**src/rtl/shwr_integral_seq.sv**
```systemverilog
// Shower-integral readout sequencer.
// Opens an integration window on every channel after an accepted trigger. It
// then streams each enabled channel's integral, peak, baseline and saturation
// flag, one word per accepted handshake. A hold-off period follows, during
// which the instances re-track their baselines before the next trigger can be
// accepted.
//
// Ports:
//   CLK120, RESET      clock, synchronous active-high reset
//   TRIG               shower trigger pulse
//   CH_MASK            per-channel read enable, captured on trigger acceptance
//   INTEGRAL_IN, PEAK_IN, SBASELINE_IN, SATURATED_IN
//                      packed per-channel instance results
//   INTEG_EN           TRIGGERED drive to every instance
//   HILO               constant gain select (odd channels are high gain)
//   OUT_*              readout stream (valid/ready handshake)
//   BUSY, EVT_DONE, MISSED  status: not idle, end-of-event pulse, dropped triggers
module shwr_integral_seq #(
   parameter int unsigned NCH     = 6,
   parameter int unsigned AREA_W  = 19,
   parameter int unsigned ADC_W   = 12,
   parameter int unsigned BL_W    = 14,
   parameter int unsigned WINDOW  = 264,
   parameter int unsigned HOLDOFF = 16
) (
   input  logic                  CLK120,
   input  logic                  RESET,
   input  logic                  TRIG,
   input  logic [NCH-1:0]        CH_MASK,
   input  logic [NCH*AREA_W-1:0] INTEGRAL_IN,
   input  logic [NCH*ADC_W-1:0]  PEAK_IN,
   input  logic [NCH*BL_W-1:0]   SBASELINE_IN,
   input  logic [NCH-1:0]        SATURATED_IN,
   output logic [NCH-1:0]        INTEG_EN,
   output logic [NCH-1:0]        HILO,
   output logic                  OUT_VALID,
   input  logic                  OUT_READY,
   output logic [2:0]            OUT_CHAN,
   output logic [AREA_W-1:0]     OUT_INTEGRAL,
   output logic [ADC_W-1:0]      OUT_PEAK,
   output logic [BL_W-1:0]       OUT_BASELINE,
   output logic                  OUT_SAT,
   output logic                  OUT_LAST,
   output logic [7:0]            OUT_EVT,
   output logic                  BUSY,
   output logic                  EVT_DONE,
   output logic [15:0]           MISSED
);

   localparam int unsigned CNT_W = 16;

   typedef enum logic [2:0] {IDLE, INTEG, READ, DONE, HOLD} state_t;

   state_t              state_q, state_d;
   logic [CNT_W-1:0]    cnt_q, cnt_d;
   logic [NCH-1:0]      mask_q, mask_d;
   // channels still to be presented after the current word
   logic [NCH-1:0]      rem_q, rem_d;
   logic [7:0]          evt_q, evt_d;
   logic [15:0]         missed_q, missed_d;
   logic [NCH-1:0]      integ_en_q, integ_en_d;
   logic                out_valid_q, out_valid_d;
   logic [2:0]          out_chan_q, out_chan_d;
   logic [AREA_W-1:0]   out_integral_q, out_integral_d;
   logic [ADC_W-1:0]    out_peak_q, out_peak_d;
   logic [BL_W-1:0]     out_baseline_q, out_baseline_d;
   logic                out_sat_q, out_sat_d;
   logic                out_last_q, out_last_d;
   logic [7:0]          out_evt_q, out_evt_d;
   logic                busy_q, busy_d;
   logic                evt_done_q, evt_done_d;

   logic                load;
   logic [NCH-1:0]      pick_src;
   logic                found;

   // Gain select is fixed by channel position.
   always_comb begin
      HILO = '0;
      for (int i = 0; i < NCH; i++) HILO[i] = (i % 2) == 1;
   end

   // Next-state and registered-output logic.
   always_comb begin
      state_d        = state_q;
      cnt_d          = cnt_q;
      mask_d         = mask_q;
      rem_d          = rem_q;
      evt_d          = evt_q;
      missed_d       = missed_q;
      out_valid_d    = out_valid_q;
      out_chan_d     = out_chan_q;
      out_integral_d = out_integral_q;
      out_peak_d     = out_peak_q;
      out_baseline_d = out_baseline_q;
      out_sat_d      = out_sat_q;
      out_last_d     = out_last_q;
      out_evt_d      = out_evt_q;
      load           = 1'b0;
      pick_src       = '0;
      found          = 1'b0;

      case (state_q)
         IDLE: begin
            if (TRIG) begin
               mask_d  = CH_MASK;
               evt_d   = evt_q + 8'd1;
               cnt_d   = '0;
               state_d = INTEG;
            end
         end
         INTEG: begin
            cnt_d = cnt_q + CNT_W'(1);
            if (cnt_q == CNT_W'(WINDOW - 1)) begin
               cnt_d = '0;
               if (mask_q != '0) begin
                  state_d  = READ;
                  load     = 1'b1;
                  pick_src = mask_q;
               end else begin
                  state_d = DONE;
               end
            end
         end
         READ: begin
            if (out_valid_q && OUT_READY) begin
               if (rem_q != '0) begin
                  load     = 1'b1;
                  pick_src = rem_q;
               end else begin
                  state_d     = DONE;
                  out_valid_d = 1'b0;
                  out_last_d  = 1'b0;
               end
            end
         end
         DONE: begin
            cnt_d   = '0;
            state_d = HOLD;
         end
         HOLD: begin
            cnt_d = cnt_q + CNT_W'(1);
            if (cnt_q == CNT_W'(HOLDOFF - 1)) begin
               cnt_d   = '0;
               state_d = IDLE;
            end
         end
         default: state_d = IDLE;
      endcase

      // Load the lowest pending channel straight into the output registers so
      // masked-off channels cost no cycles.
      if (load) begin
         out_valid_d = 1'b1;
         out_evt_d   = evt_q;
         for (int i = 0; i < NCH; i++) begin
            if (pick_src[i] && !found) begin
               found          = 1'b1;
               out_chan_d     = 3'(i);
               out_integral_d = INTEGRAL_IN[i*AREA_W +: AREA_W];
               out_peak_d     = PEAK_IN[i*ADC_W +: ADC_W];
               out_baseline_d = SBASELINE_IN[i*BL_W +: BL_W];
               out_sat_d      = SATURATED_IN[i];
               rem_d          = pick_src & ~(NCH'(1) << i);
            end
         end
         out_last_d = (rem_d == '0);
      end

      if (TRIG && (state_q != IDLE) && (missed_q != 16'hFFFF))
         missed_d = missed_q + 16'd1;

      integ_en_d = ((state_d == INTEG) || (state_d == READ)) ? '1 : '0;
      evt_done_d = (state_d == DONE);
      busy_d     = (state_d != IDLE);
   end

   // State and output registers.
   always_ff @(posedge CLK120) begin
      if (RESET) begin
         state_q        <= IDLE;
         cnt_q          <= '0;
         mask_q         <= '0;
         rem_q          <= '0;
         evt_q          <= '0;
         missed_q       <= '0;
         integ_en_q     <= '0;
         out_valid_q    <= 1'b0;
         out_chan_q     <= '0;
         out_integral_q <= '0;
         out_peak_q     <= '0;
         out_baseline_q <= '0;
         out_sat_q      <= 1'b0;
         out_last_q     <= 1'b0;
         out_evt_q      <= '0;
         busy_q         <= 1'b0;
         evt_done_q     <= 1'b0;
      end else begin
         state_q        <= state_d;
         cnt_q          <= cnt_d;
         mask_q         <= mask_d;
         rem_q          <= rem_d;
         evt_q          <= evt_d;
         missed_q       <= missed_d;
         integ_en_q     <= integ_en_d;
         out_valid_q    <= out_valid_d;
         out_chan_q     <= out_chan_d;
         out_integral_q <= out_integral_d;
         out_peak_q     <= out_peak_d;
         out_baseline_q <= out_baseline_d;
         out_sat_q      <= out_sat_d;
         out_last_q     <= out_last_d;
         out_evt_q      <= out_evt_d;
         busy_q         <= busy_d;
         evt_done_q     <= evt_done_d;
      end
   end

   assign INTEG_EN     = integ_en_q;
   assign OUT_VALID    = out_valid_q;
   assign OUT_CHAN     = out_chan_q;
   assign OUT_INTEGRAL = out_integral_q;
   assign OUT_PEAK     = out_peak_q;
   assign OUT_BASELINE = out_baseline_q;
   assign OUT_SAT      = out_sat_q;
   assign OUT_LAST     = out_last_q;
   assign OUT_EVT      = out_evt_q;
   assign BUSY         = busy_q;
   assign EVT_DONE     = evt_done_q;
   assign MISSED       = missed_q;

endmodule

```
**config.mk**
```make
export PLATFORM = sky130hd
export DESIGN_NAME = shwr_integral_seq
export DESIGN_NICKNAME = d
export VERILOG_FILES = /design/src/rtl/shwr_integral_seq.sv
export SDC_FILE = /design/constraint.sdc
export NUM_CORES = 1
export LEC_CHECK = 0
export ABC_AREA = 1
export CAP_MARGIN = 10
export CORE_AREA = 2 2 144 146
export CTS_BUF_LIST = sky130_fd_sc_hd__clkbuf_4 sky130_fd_sc_hd__clkbuf_8
export DETAILED_ROUTE_END_ITERATION = 7
export DIE_AREA = 0 0 146 148
export DONT_BUFFER_PORTS = 1
export GPL_TIMING_DRIVEN = 0
export PLACE_DENSITY = 0.61
export SLEW_MARGIN = 40
export SYNTH_ARGS = -nofsm -noshare
export SYNTH_HDL_FRONTEND = slang
export SYNTH_SLANG_ARGS = --single-unit
```
**constraint.sdc**
```tcl
create_clock -name CLK120 -period 1.89 [get_ports CLK120]
set_input_delay 0.378 -clock CLK120 [delete_from_list [all_inputs] [get_ports CLK120]]
set_output_delay 0.378 -clock CLK120 [all_outputs]
set_load 0.02 [all_outputs]
```
### After elaboration in Yosys (flattened, before gate mapping)

Cells that the tools add are included.

* RAM bits: 0
* flip-flop bits (word level): 122
* bits in read-only memories: 0
* output and inout port bits: 89
* memories: 0
* bits in latches: 0
* bits of input ports: 286
* word-level logic and storage cells: 134

* divide/modulo/power cells: 0
* $lt $le $gt $ge: 0
* multiplexer cells: 74
* bitwise logic cells: 0
* eq/ne operators: 12
* reductions and logical operators: 28
* add/subtract/negate cells: 3
* shift operators: 0
* multipliers: 0

Operators with widths (number)
* 19-bit 2-to-1 mux: 6
* 14-bit 2-to-1 mux: 6
* 12-bit 2-to-1 mux: 6
* 6-bit 2-to-1 mux: 12
* 16-bit one-hot mux with 4 select lines: 1
* 16-bit 2-to-1 mux: 3
* 3-bit 2-to-1 mux: 11
* 16-bit by 1-bit adder with 16-bit output, second input constant: 2
* 1-bit 2-to-1 mux: 26
* 6-bit nonzero test: 3
* 16-bit by 4-bit == test with 1-bit output, second input constant: 1
* 16-bit by 9-bit == test with 1-bit output, second input constant: 1
* 16-bit != test, second input constant: 1
* 3-bit one-hot mux with 5 select lines: 1
* 3-bit by 2-bit == test with 1-bit output, second input constant: 4
* 6-bit one-hot mux with 2 select lines: 1
* 8-bit by 1-bit adder with 8-bit output, second input constant: 1
* 1-bit logical AND: 8
* 3-bit by 1-bit == test with 1-bit output, second input constant: 2
* 6-bit logical NOT: 1
* 2-bit AND reduction: 3
* 3-bit nonzero test: 2
* 1-bit logical NOT: 5
* 2-bit != test, second input constant: 2
* other kinds (7): 8

### Longest topological paths before layout

Gate-level depths: netlist (run 1).

* depth after elaboration: 28
* gate-level depth with buffers: 18
* gate-level depth less buffers: 18

### Worst setup path before layout (run 1)

Ideal clock, no wire load.

* path type: reg2reg
* start: register cnt_q[0]
* end: register out_integral_q[0] (netlist: OUT_INTEGRAL[0])
* arrival time: 1.877 ns
* path buffers: 1
* period minus slack after synthesis: 1.999 ns
* data required time: 1.768 ns
* library setup time: 0.122 ns
* cell stages (with the launch flop): 17
* slack: -0.109 ns
* cells stage by stage: dfxtp_1 ha_1 nand2_1 inv_1 nand2_1 nor2_2 nand3_1 nand2_4 nor2_8 nand3_4 nor2_4 nand2_4 buf_4 o21ai_0 inv_1 nand2_1 a21oi_2

* longest elaborated chain between the ends: 25
* elaborated cells on any way between the ends: 32
* classes of those cells: eq/ne: 1; mux: 19; reduce/logical: 12

RTL lines
* from (decl): RTL line 55 `logic [CNT_W-1:0] cnt_q, cnt_d;`
* from (signal assigned): RTL line 200 `cnt_q <= cnt_d;`
* 16-bit by 9-bit == test with 1-bit output *: RTL line 114 `if (cnt_q == CNT_W'(WINDOW - 1)) begin`
* 6-bit 2-to-1 mux: RTL line 114
* 6-bit one-hot mux with 2 select lines: RTL line 103 `case (state_q)`
* 1-bit 2-to-1 mux: RTL line 157 `if (pick_src[i] && !found) begin`
* 1-bit 2-to-1 mux: RTL line 153 `if (load) begin`
* 1-bit logical NOT: RTL line 157
* 1-bit logical AND: RTL line 157
* 1-bit 2-to-1 mux: RTL line 157
* (+9 left out)
* 1-bit logical NOT: RTL line 157
* 1-bit logical AND: RTL line 157
* 1-bit 2-to-1 mux: RTL line 157
* 1-bit 2-to-1 mux: RTL line 153
* 1-bit logical NOT: RTL line 157
* 1-bit logical AND: RTL line 157
* 6-bit nonzero test (no line)
* 2-bit AND reduction (no line)
* to (signal assigned): RTL line 208 `out_integral_q <= out_integral_d;`
* to (decl): RTL line 64 `logic [AREA_W-1:0] out_integral_q, out_integral_d;`

Every way passes the cells marked *; elsewhere a longest branch is shown, timed or not. The select of a mux whose other input is x is not followed.
A chain may end at the register's enable or synchronous reset.

### Worst setup path after layout (run 1)

* start: register cnt_q[1]
* end: register out_sat_q (netlist: OUT_SAT)

* longest elaborated chain between the ends: 25
* elaborated cells on any way between the ends: 32
* classes of those cells: eq/ne: 1; mux: 19; reduce/logical: 12

RTL lines
* 16-bit by 9-bit == test with 1-bit output *: RTL line 114
* 6-bit 2-to-1 mux: RTL line 114
* 6-bit one-hot mux with 2 select lines: RTL line 103
* 1-bit 2-to-1 mux: RTL line 157
* 1-bit 2-to-1 mux: RTL line 153
* 1-bit logical NOT: RTL line 157
* 1-bit logical AND: RTL line 157
* 1-bit 2-to-1 mux: RTL line 157
* (+9 left out)
* 1-bit logical NOT: RTL line 157
* 1-bit logical AND: RTL line 157
* 1-bit 2-to-1 mux: RTL line 157
* 1-bit 2-to-1 mux: RTL line 153
* 1-bit logical NOT: RTL line 157
* 1-bit logical AND: RTL line 157
* 6-bit nonzero test (no line)
* 2-bit AND reduction (no line)
* to (signal assigned): RTL line 211 `out_sat_q <= out_sat_d;`
* to (decl): RTL line 67 `logic out_sat_q, out_sat_d;`

Marked as above.

==> impl_metrics.toml, run 1 <==
[outcome]
status = "finished with violations"
violations = "setup timing"

[pwr]
p_comb_share_pct = 8.9
p_int_mw = 4.02
power_frac_clock_pct = 45.8
p_switching_mw = 1.54
total_power_mw = 5.56
p_leak_nw = 4.51
vdd_drop_max_uv = 433
power.density_nw_per_um2 = 541
seqPwrFrac_pct = 45.2
power.share.switching_pct = 27.7

[synth]
synth_xor_xnor_area_share_pct = 1.14
synthMuxAreaShare_pct = 0
yosys-top-cells-area = "dfxtp_1, nand2_1, o21ai_0"
synth_cells = 1222
synth_simple_gate_area_share_pct = 32.7
synth_compound_area_share_pct = 22.6
syn_area_per_cell_um2 = 6.27
synth.distinct_cells = 41
syn_area_um2 = 7660
yosysWarningCount = 0
yosys.area.top_type = "dfxtp_1"
synthAdderAreaFrac_pct = 0.490
synth-seq-cells = 117
synth_top_area_share_pct = 30.6
synth_top_family_by_area = "simple AND/OR/NAND/NOR gates"
ys_seq_area_share_pct = 30.6

[critical_path]
slowest_delay_ps = 370
cp_top_family = "simple AND/OR/NAND/NOR gates"
critPathRequiredTime_ps = 2270
start_kind = "flip-flop"
reg2reg_from = "cnt_q[1]"
cp_slowest_cell = "dfxtp_4"
path_class = "reg2reg"
crit_buf_inv = 4
path_max_fanout = 8
r2r-end = "OUT_SAT"
critPathCaptureType = "flip-flop"
crit_chain = "ha_4, nand2_2, inv_2, nand2_2, nor2_4, nand3_2, nand2_4, inv_4, nor2_4, buf_8, buf_12, nand2_1, nand3_1, o211ai_1, nand2_1, nand2_1, a21oi_2"
cp_common_cell = "nand2_1"
reg2reg_slack_ps = -310
reg2reg_depth = 17
arrival_ps = 2580

[die]
dieArea_um2 = 21600
die_w_um = 146
core_um2 = 20000
fp.dieH_um = 148
start_util_pct = 38.2
io_pins = 375
rows = 52

[cts]
cts_tree = "built"
clock_path_buffers = 2
cts_made_buffers = 17
htree_num_levels = 4
clk_pin_slew_ps = 80
clock-root-buffer = "clkbuf_8"
clk_latency_ps = 450
clkSinkCount = 117

[timing]
slew_violations = 0
fin_crit_ps = 2200
fin_crit_sh_pct = 117
skew_ps = 20.2
worst_pin_slew_ps = 740
holdWs_ps = 67.7
slew-limit-headroom_pct = 50.7
clock.fmax_mhz = 454
rsz0062_at_grt = "true"
hold_viol_final = 0
timing.final.ws_setup_ps = -313
finalSetupViolCount = 58

[place]
place_area_um2 = 8040
dp_hpwl_mm = 27.2
port_buffers = 0
gp_congestion = 1.02

[grt]
overflow = 0
grt_pass1_vias = 8573
antenna_found_initial = 5
grt_max_degree = 17
grt_use_total_pct = 32.0
grt_pass1_wl_mm = 51.7

[job]
maxCapViolations = 0

[hold_path]
whs_path_depth = 2
hp-start = "CH_MASK[2]"
worstHoldEndpoint = "mask_q[2]"
hold_path_class = "in2reg"

[finish]
drive_gt1_share_pct = 29.4
final_area_um2 = 10300
nNetsFinal = 1591
area_growth_pct = 34.2

[drt]
first_pass_iters = 5
via_per_inst = 5.67
via_count = 8999
drt_iter0_drc = 639
drt-total-wl_mm = 36.5
ant_nets = 0
avgRoutedWirePerCell_um = 23.0
drcViolationCount = 0
## power groups by stage
stage / registers [mW] / logic (mW) / clock network (mW)
finish: 2.51 / 0.496 / 2.55
detailed placement: 2.58 / 0.397 / 0
floorplan: 2.57 / 0.298 / 0
global route: 2.52 / 0.546 / 2.67
global placement: 2.58 / 0.393 / 0
CTS: 2.52 / 0.425 / 2.56
## metrics by stage
| step | worst slack, ps | TNS [ps] | cells | util [%] |
|---|---|---|---|---|
| final | -313 | -13270 | 1587 | 51.3 |
| after global routing | -426 | -22930 | 1587 | 51.3 |
| after CTS | -302 | -13660 | 1569 | 47.6 |
| after detailed placement | -802 | -35390 | 1496 | 40.1 |
| after global placement | -858 | -35500 | 1496 | 40.1 |
| after floorplan | -16.2 | -89.7 | 1226 | - |
## cells by family after synthesis
kind of cell | count (synthesis)
flip-flops | 117
AO/OA/AOI/OAI | 315
other | 2
AND/OR/NAND/NOR | 565
buffers and inverters | 210
XOR/XNOR | 10
adder cells (fa/ha/maj) | 3
## worst reg2reg max path, stage by stage (launching register included)
cell	delay, ps
dfxtp_4	370
ha_4	140
nand2_2	60
inv_2	70
nand2_2	60
nor2_4	110
nand3_2	100
nand2_4	150
inv_4	60
nor2_4	250
buf_8	190
buf_12	130
nand2_1	50
nand3_1	60
o211ai_1	100
nand2_1	70
nand2_1	60
a21oi_2	110
## cell usage in the layout (no fill, tap or decap), drive strengths merged, types with 11 or more instances in the layout
cell / count
o211ai: 35
inv: 133
clkbuf: 44
nor4: 11
a21oi: 124
nor2: 82
buf: 112
nand3b: 12
nand3: 95
o21ai: 150
nand2: 331
dfxtp: 117
nor3: 15
## cell type report
class / count / area (um2)
antenna: 2 / 5.00
buffer: 81 / 836
clock buffer: 19 / 249
clock inverter: 13 / 174
fill: 2016 / 9760
inverter: 129 / 519
multi-input combinational: 899 / 5160
sequential: 117 / 2380
tap: 270 / 338
timing repair buffer: 56 / 616
timing repair inverter: 1 / 6.26
## metal layers
layer	track usage [%]	up-vias	part of all wire, %
li1	-	4191	-
met1	39.8	4180	40
met2	50.7	511	46
met3	11.5	111	11
met4	13.1	6	3.8
met5	0	-	0.11
## synth_stat cells (all sizes together)
cell type,n
a21oi,124
a31oi,1
a41oi,1
and2,3
and3,1
buf,57
clkbuf,24
conb,2
dfxtp,117
ha,3
inv,129
nand2,331
nand3,95
nand3b,12
nand4,8
nor2,82
nor3,15
nor4,11
o211ai,35
o21a,1
o21ai,150
o31a,1
o31ai,2
or2,7
xnor2,2
xor2,8
## flip-flops by register name, indices dropped and copies added, names as in the netlist
name,cells
MISSED,16
BUSY,1
OUT_BASELINE,14
mask_q,6
state_q,3
OUT_EVT,8
OUT_VALID,1
INTEG_EN,1
EVT_DONE,1
OUT_PEAK,12
cnt_q,16
OUT_INTEGRAL,19
evt_q,8
OUT_CHAN,3
OUT_LAST,1
OUT_SAT,1
rem_q,6
## repair_timing
item                       in CTS  in global routing
cloned                          4                  5
gates resized for setup       219                174
hold buffers                    0                  0
pin swaps                      30                 59
buffers inserted               37                 14
setup endpoints to repair      93                 98
## how the worst max path moves through the flow
stage               slack (ps)       from  cells past startpoint          endpoint
floorplan                  -20   cnt_q[0]                     16   OUT_INTEGRAL[0]
global placement          -860  OUT_VALID                     12  OUT_INTEGRAL[11]
detailed placement        -800  OUT_VALID                     12  OUT_INTEGRAL[11]
CTS                       -300   cnt_q[0]                     16  OUT_INTEGRAL[11]
global route              -430   cnt_q[1]                     17      OUT_PEAK[11]
finish                    -310   cnt_q[1]                     17           OUT_SAT
No activity file was read; power rests on OpenSTA's default activity.
==> run 2, diff against run 1 <==
HOLD_SLACK_MARGIN = 0.15   (was default)
PLACE_DENSITY = default   (was 0.61)
==> run 2 against run 1 <==
Effect of this change:
- the run ends with DRC, setup timing left
- critical path type unchanged
- register-to-register slack barely moved
- critical path depth did not move
- core utilization rose by 1.8 points
- highest routed layer unchanged
- largest power group is now registers
- cell count rose by 3.3%
==> impl_metrics.toml, run 2 (synthesis gave the netlist of run 1 again) <==
[timing]
fin_crit_ps = 2210
timing.final.ws_setup_ps = -323
fin_crit_sh_pct = 117
finalSetupTns_ps = -12610
skew_ps = 15.4
slew_violations = 0
slew-limit-headroom_pct = 52.4
holdWs_ps = 170
rsz0062_at_grt = "true"
hold_viol_final = 0
finalSetupViolCount = 51
worst_pin_slew_ps = 714
clock.fmax_mhz = 452

[critical_path]
startpoint = "cnt_q[1]"
crit_end = "OUT_SAT"
path_max_fanout = 10
path_class = "reg2reg"
reg2reg_depth = 17
arrival_ps = 2550
critPathCaptureType = "flip-flop"
r2r-end = "OUT_SAT"
start_kind = "flip-flop"
reg2reg_from = "cnt_q[1]"
reg2reg_slack_ps = -320
critPathRequiredTime_ps = 2230

[die]
fp.dieH_um = 148
die_w_um = 146
rows = 52
dieArea_um2 = 21600
core_um2 = 20000
start_util_pct = 38.2
io_pins = 375

[outcome]
status = "finished with violations"
violations = "DRC, setup timing"

[finish]
final_common_cell = "nand2_1"
fin_util_pct = 53.1
seq_area_um2 = 2380
fillers = 2025
drive_gt1_share_pct = 27.8
fin_cells = 1639
largest_reg_flops = 19
area_growth_pct = 39.0
layout_common_cells = "nand2_1, inv_1, dfxtp_1"
multi_input_area_um2 = 5100
nNetsFinal = 1639

[cts]
htree_num_levels = 4
clk_latency_ps = 460
clock-root-buffer = "clkbuf_8"
clkSinkCount = 117
cts_tree = "built"
clock_path_buffers = 2
clk_pin_slew_ps = 80
cts_made_buffers = 17

[grt]
antenna_found_initial = 6
grt_pass1_vias = 8619
overflow = 0
grt_pass1_wl_mm = 52.5
grt_max_degree = 17
grt_use_total_pct = 32.5

[drt]
drt_iter0_drc = 764
via_per_inst = 5.62
ant_nets = 0
drt-total-wl_mm = 37.5
drcViolationCount = 4
avgRoutedWirePerCell_um = 22.9
via_count = 9214
first_pass_iters = 8

[pwr]
power.share.switching_pct = 31.1
total_power_mw = 5.31
vdd_drop_max_uv = 355
power_frac_clock_pct = 42.0
p_comb_share_pct = 10.6
p_leak_nw = 4.63
p_switching_mw = 1.65
p_int_mw = 3.66
seqPwrFrac_pct = 47.3
power.density_nw_per_um2 = 499

[job]
maxCapViolations = 0

[hold_path]
hp-start = "SBASELINE_IN[61]"
hold_path_class = "in2reg"

[place]
gp_congestion = 1.00
dp_cells = 1496
dp_hpwl_mm = 27.4
port_buffers = 0
==> run 2: changes by cell type in the layout (fill, tap and decap cells not counted), sizes merged <==
cell / change
clkbuf: +1
clkinv: +4
inv: +3
nand2: +1
clkinvlp: -2
bufinv: -3
dlygate4sd3: +44
diode: +4
==> run 2: final cells by class <==
| cell class | count | share of cell area, % |
|---|---|---|
| multi-input cells | 900 | 47.9 |
| flip-flops and latches | 117 | 22.4 |
| repair buffers | 103 | 10.3 |
| plain buffers | 81 | 7.83 |
| inverters | 129 | 4.86 |
| well taps | 270 | 3.17 |
| clock buffers | 17 | 2.20 |
| clock inverters | 15 | 1.14 |
| diodes | 6 | 0.141 |
| repair inverters | 1 | 0.0470 |
==> run 2: timing repair <==
action,in CTS,in global routing
gates resized for setup,191,174
setup buffers,31,20
setup endpoints to repair,93,98
gates cloned,3,7
hold endpoints to repair,41,1
pin swaps,19,44
hold buffers,43,1
==> run 2: layer usage <==
layer | share of wire [%] | wire, um | global-route usage, %
met5 | 0.021 | 8 | 0
met4 | 3.6 | 1350 | 13.6
met3 | 11 | 4070 | 10.5
met2 | 46 | 17100 | 50.8
met1 | 40 | 14900 | 41.3
==> run 2: worst min path at each step <==
stage,cells past startpoint,to,slack [ps]
2_1_floorplan,2,cnt_q[15],440
3_3_place_gp,2,cnt_q[15],460
3_5_place_dp,2,cnt_q[15],460
4_1_cts,2,OUT_BASELINE[4],150
5_1_grt,2,OUT_BASELINE[11],160
6_report,4,OUT_BASELINE[5],170
==> run 2: power by group through the flow <==
stage	logic (mW)	registers [mW]	clock network, mW
2_1_floorplan	0.298	2.57	0
3_3_place_gp	0.397	2.58	0
3_5_place_dp	0.401	2.58	0
4_1_cts	0.511	2.51	2.25
5_1_grt	0.613	2.52	2.35
6_report	0.563	2.51	2.23
==> run 2: through the flow <==
step                cell area, um2  setup WS (ps)
floorplan                     7700          -16.2
global placement              8040           -736
detailed placement            8040           -766
CTS                           9750           -286
global route                 10600           -433
finish                       10600           -323
==> run 2: critical path, stage by stage (launching register included) <==
cell	delay, ps
dfxtp_4	360
ha_4	180
nand2_4	70
inv_4	40
nand2_4	50
nor2_4	40
nand3_2	70
nand2_4	100
nor2_8	160
nand3_4	170
nor2_4	180
buf_12	130
nand2_8	100
buf_12	180
o21ai_2	60
inv_1	60
nand2_1	80
a21oi_2	60
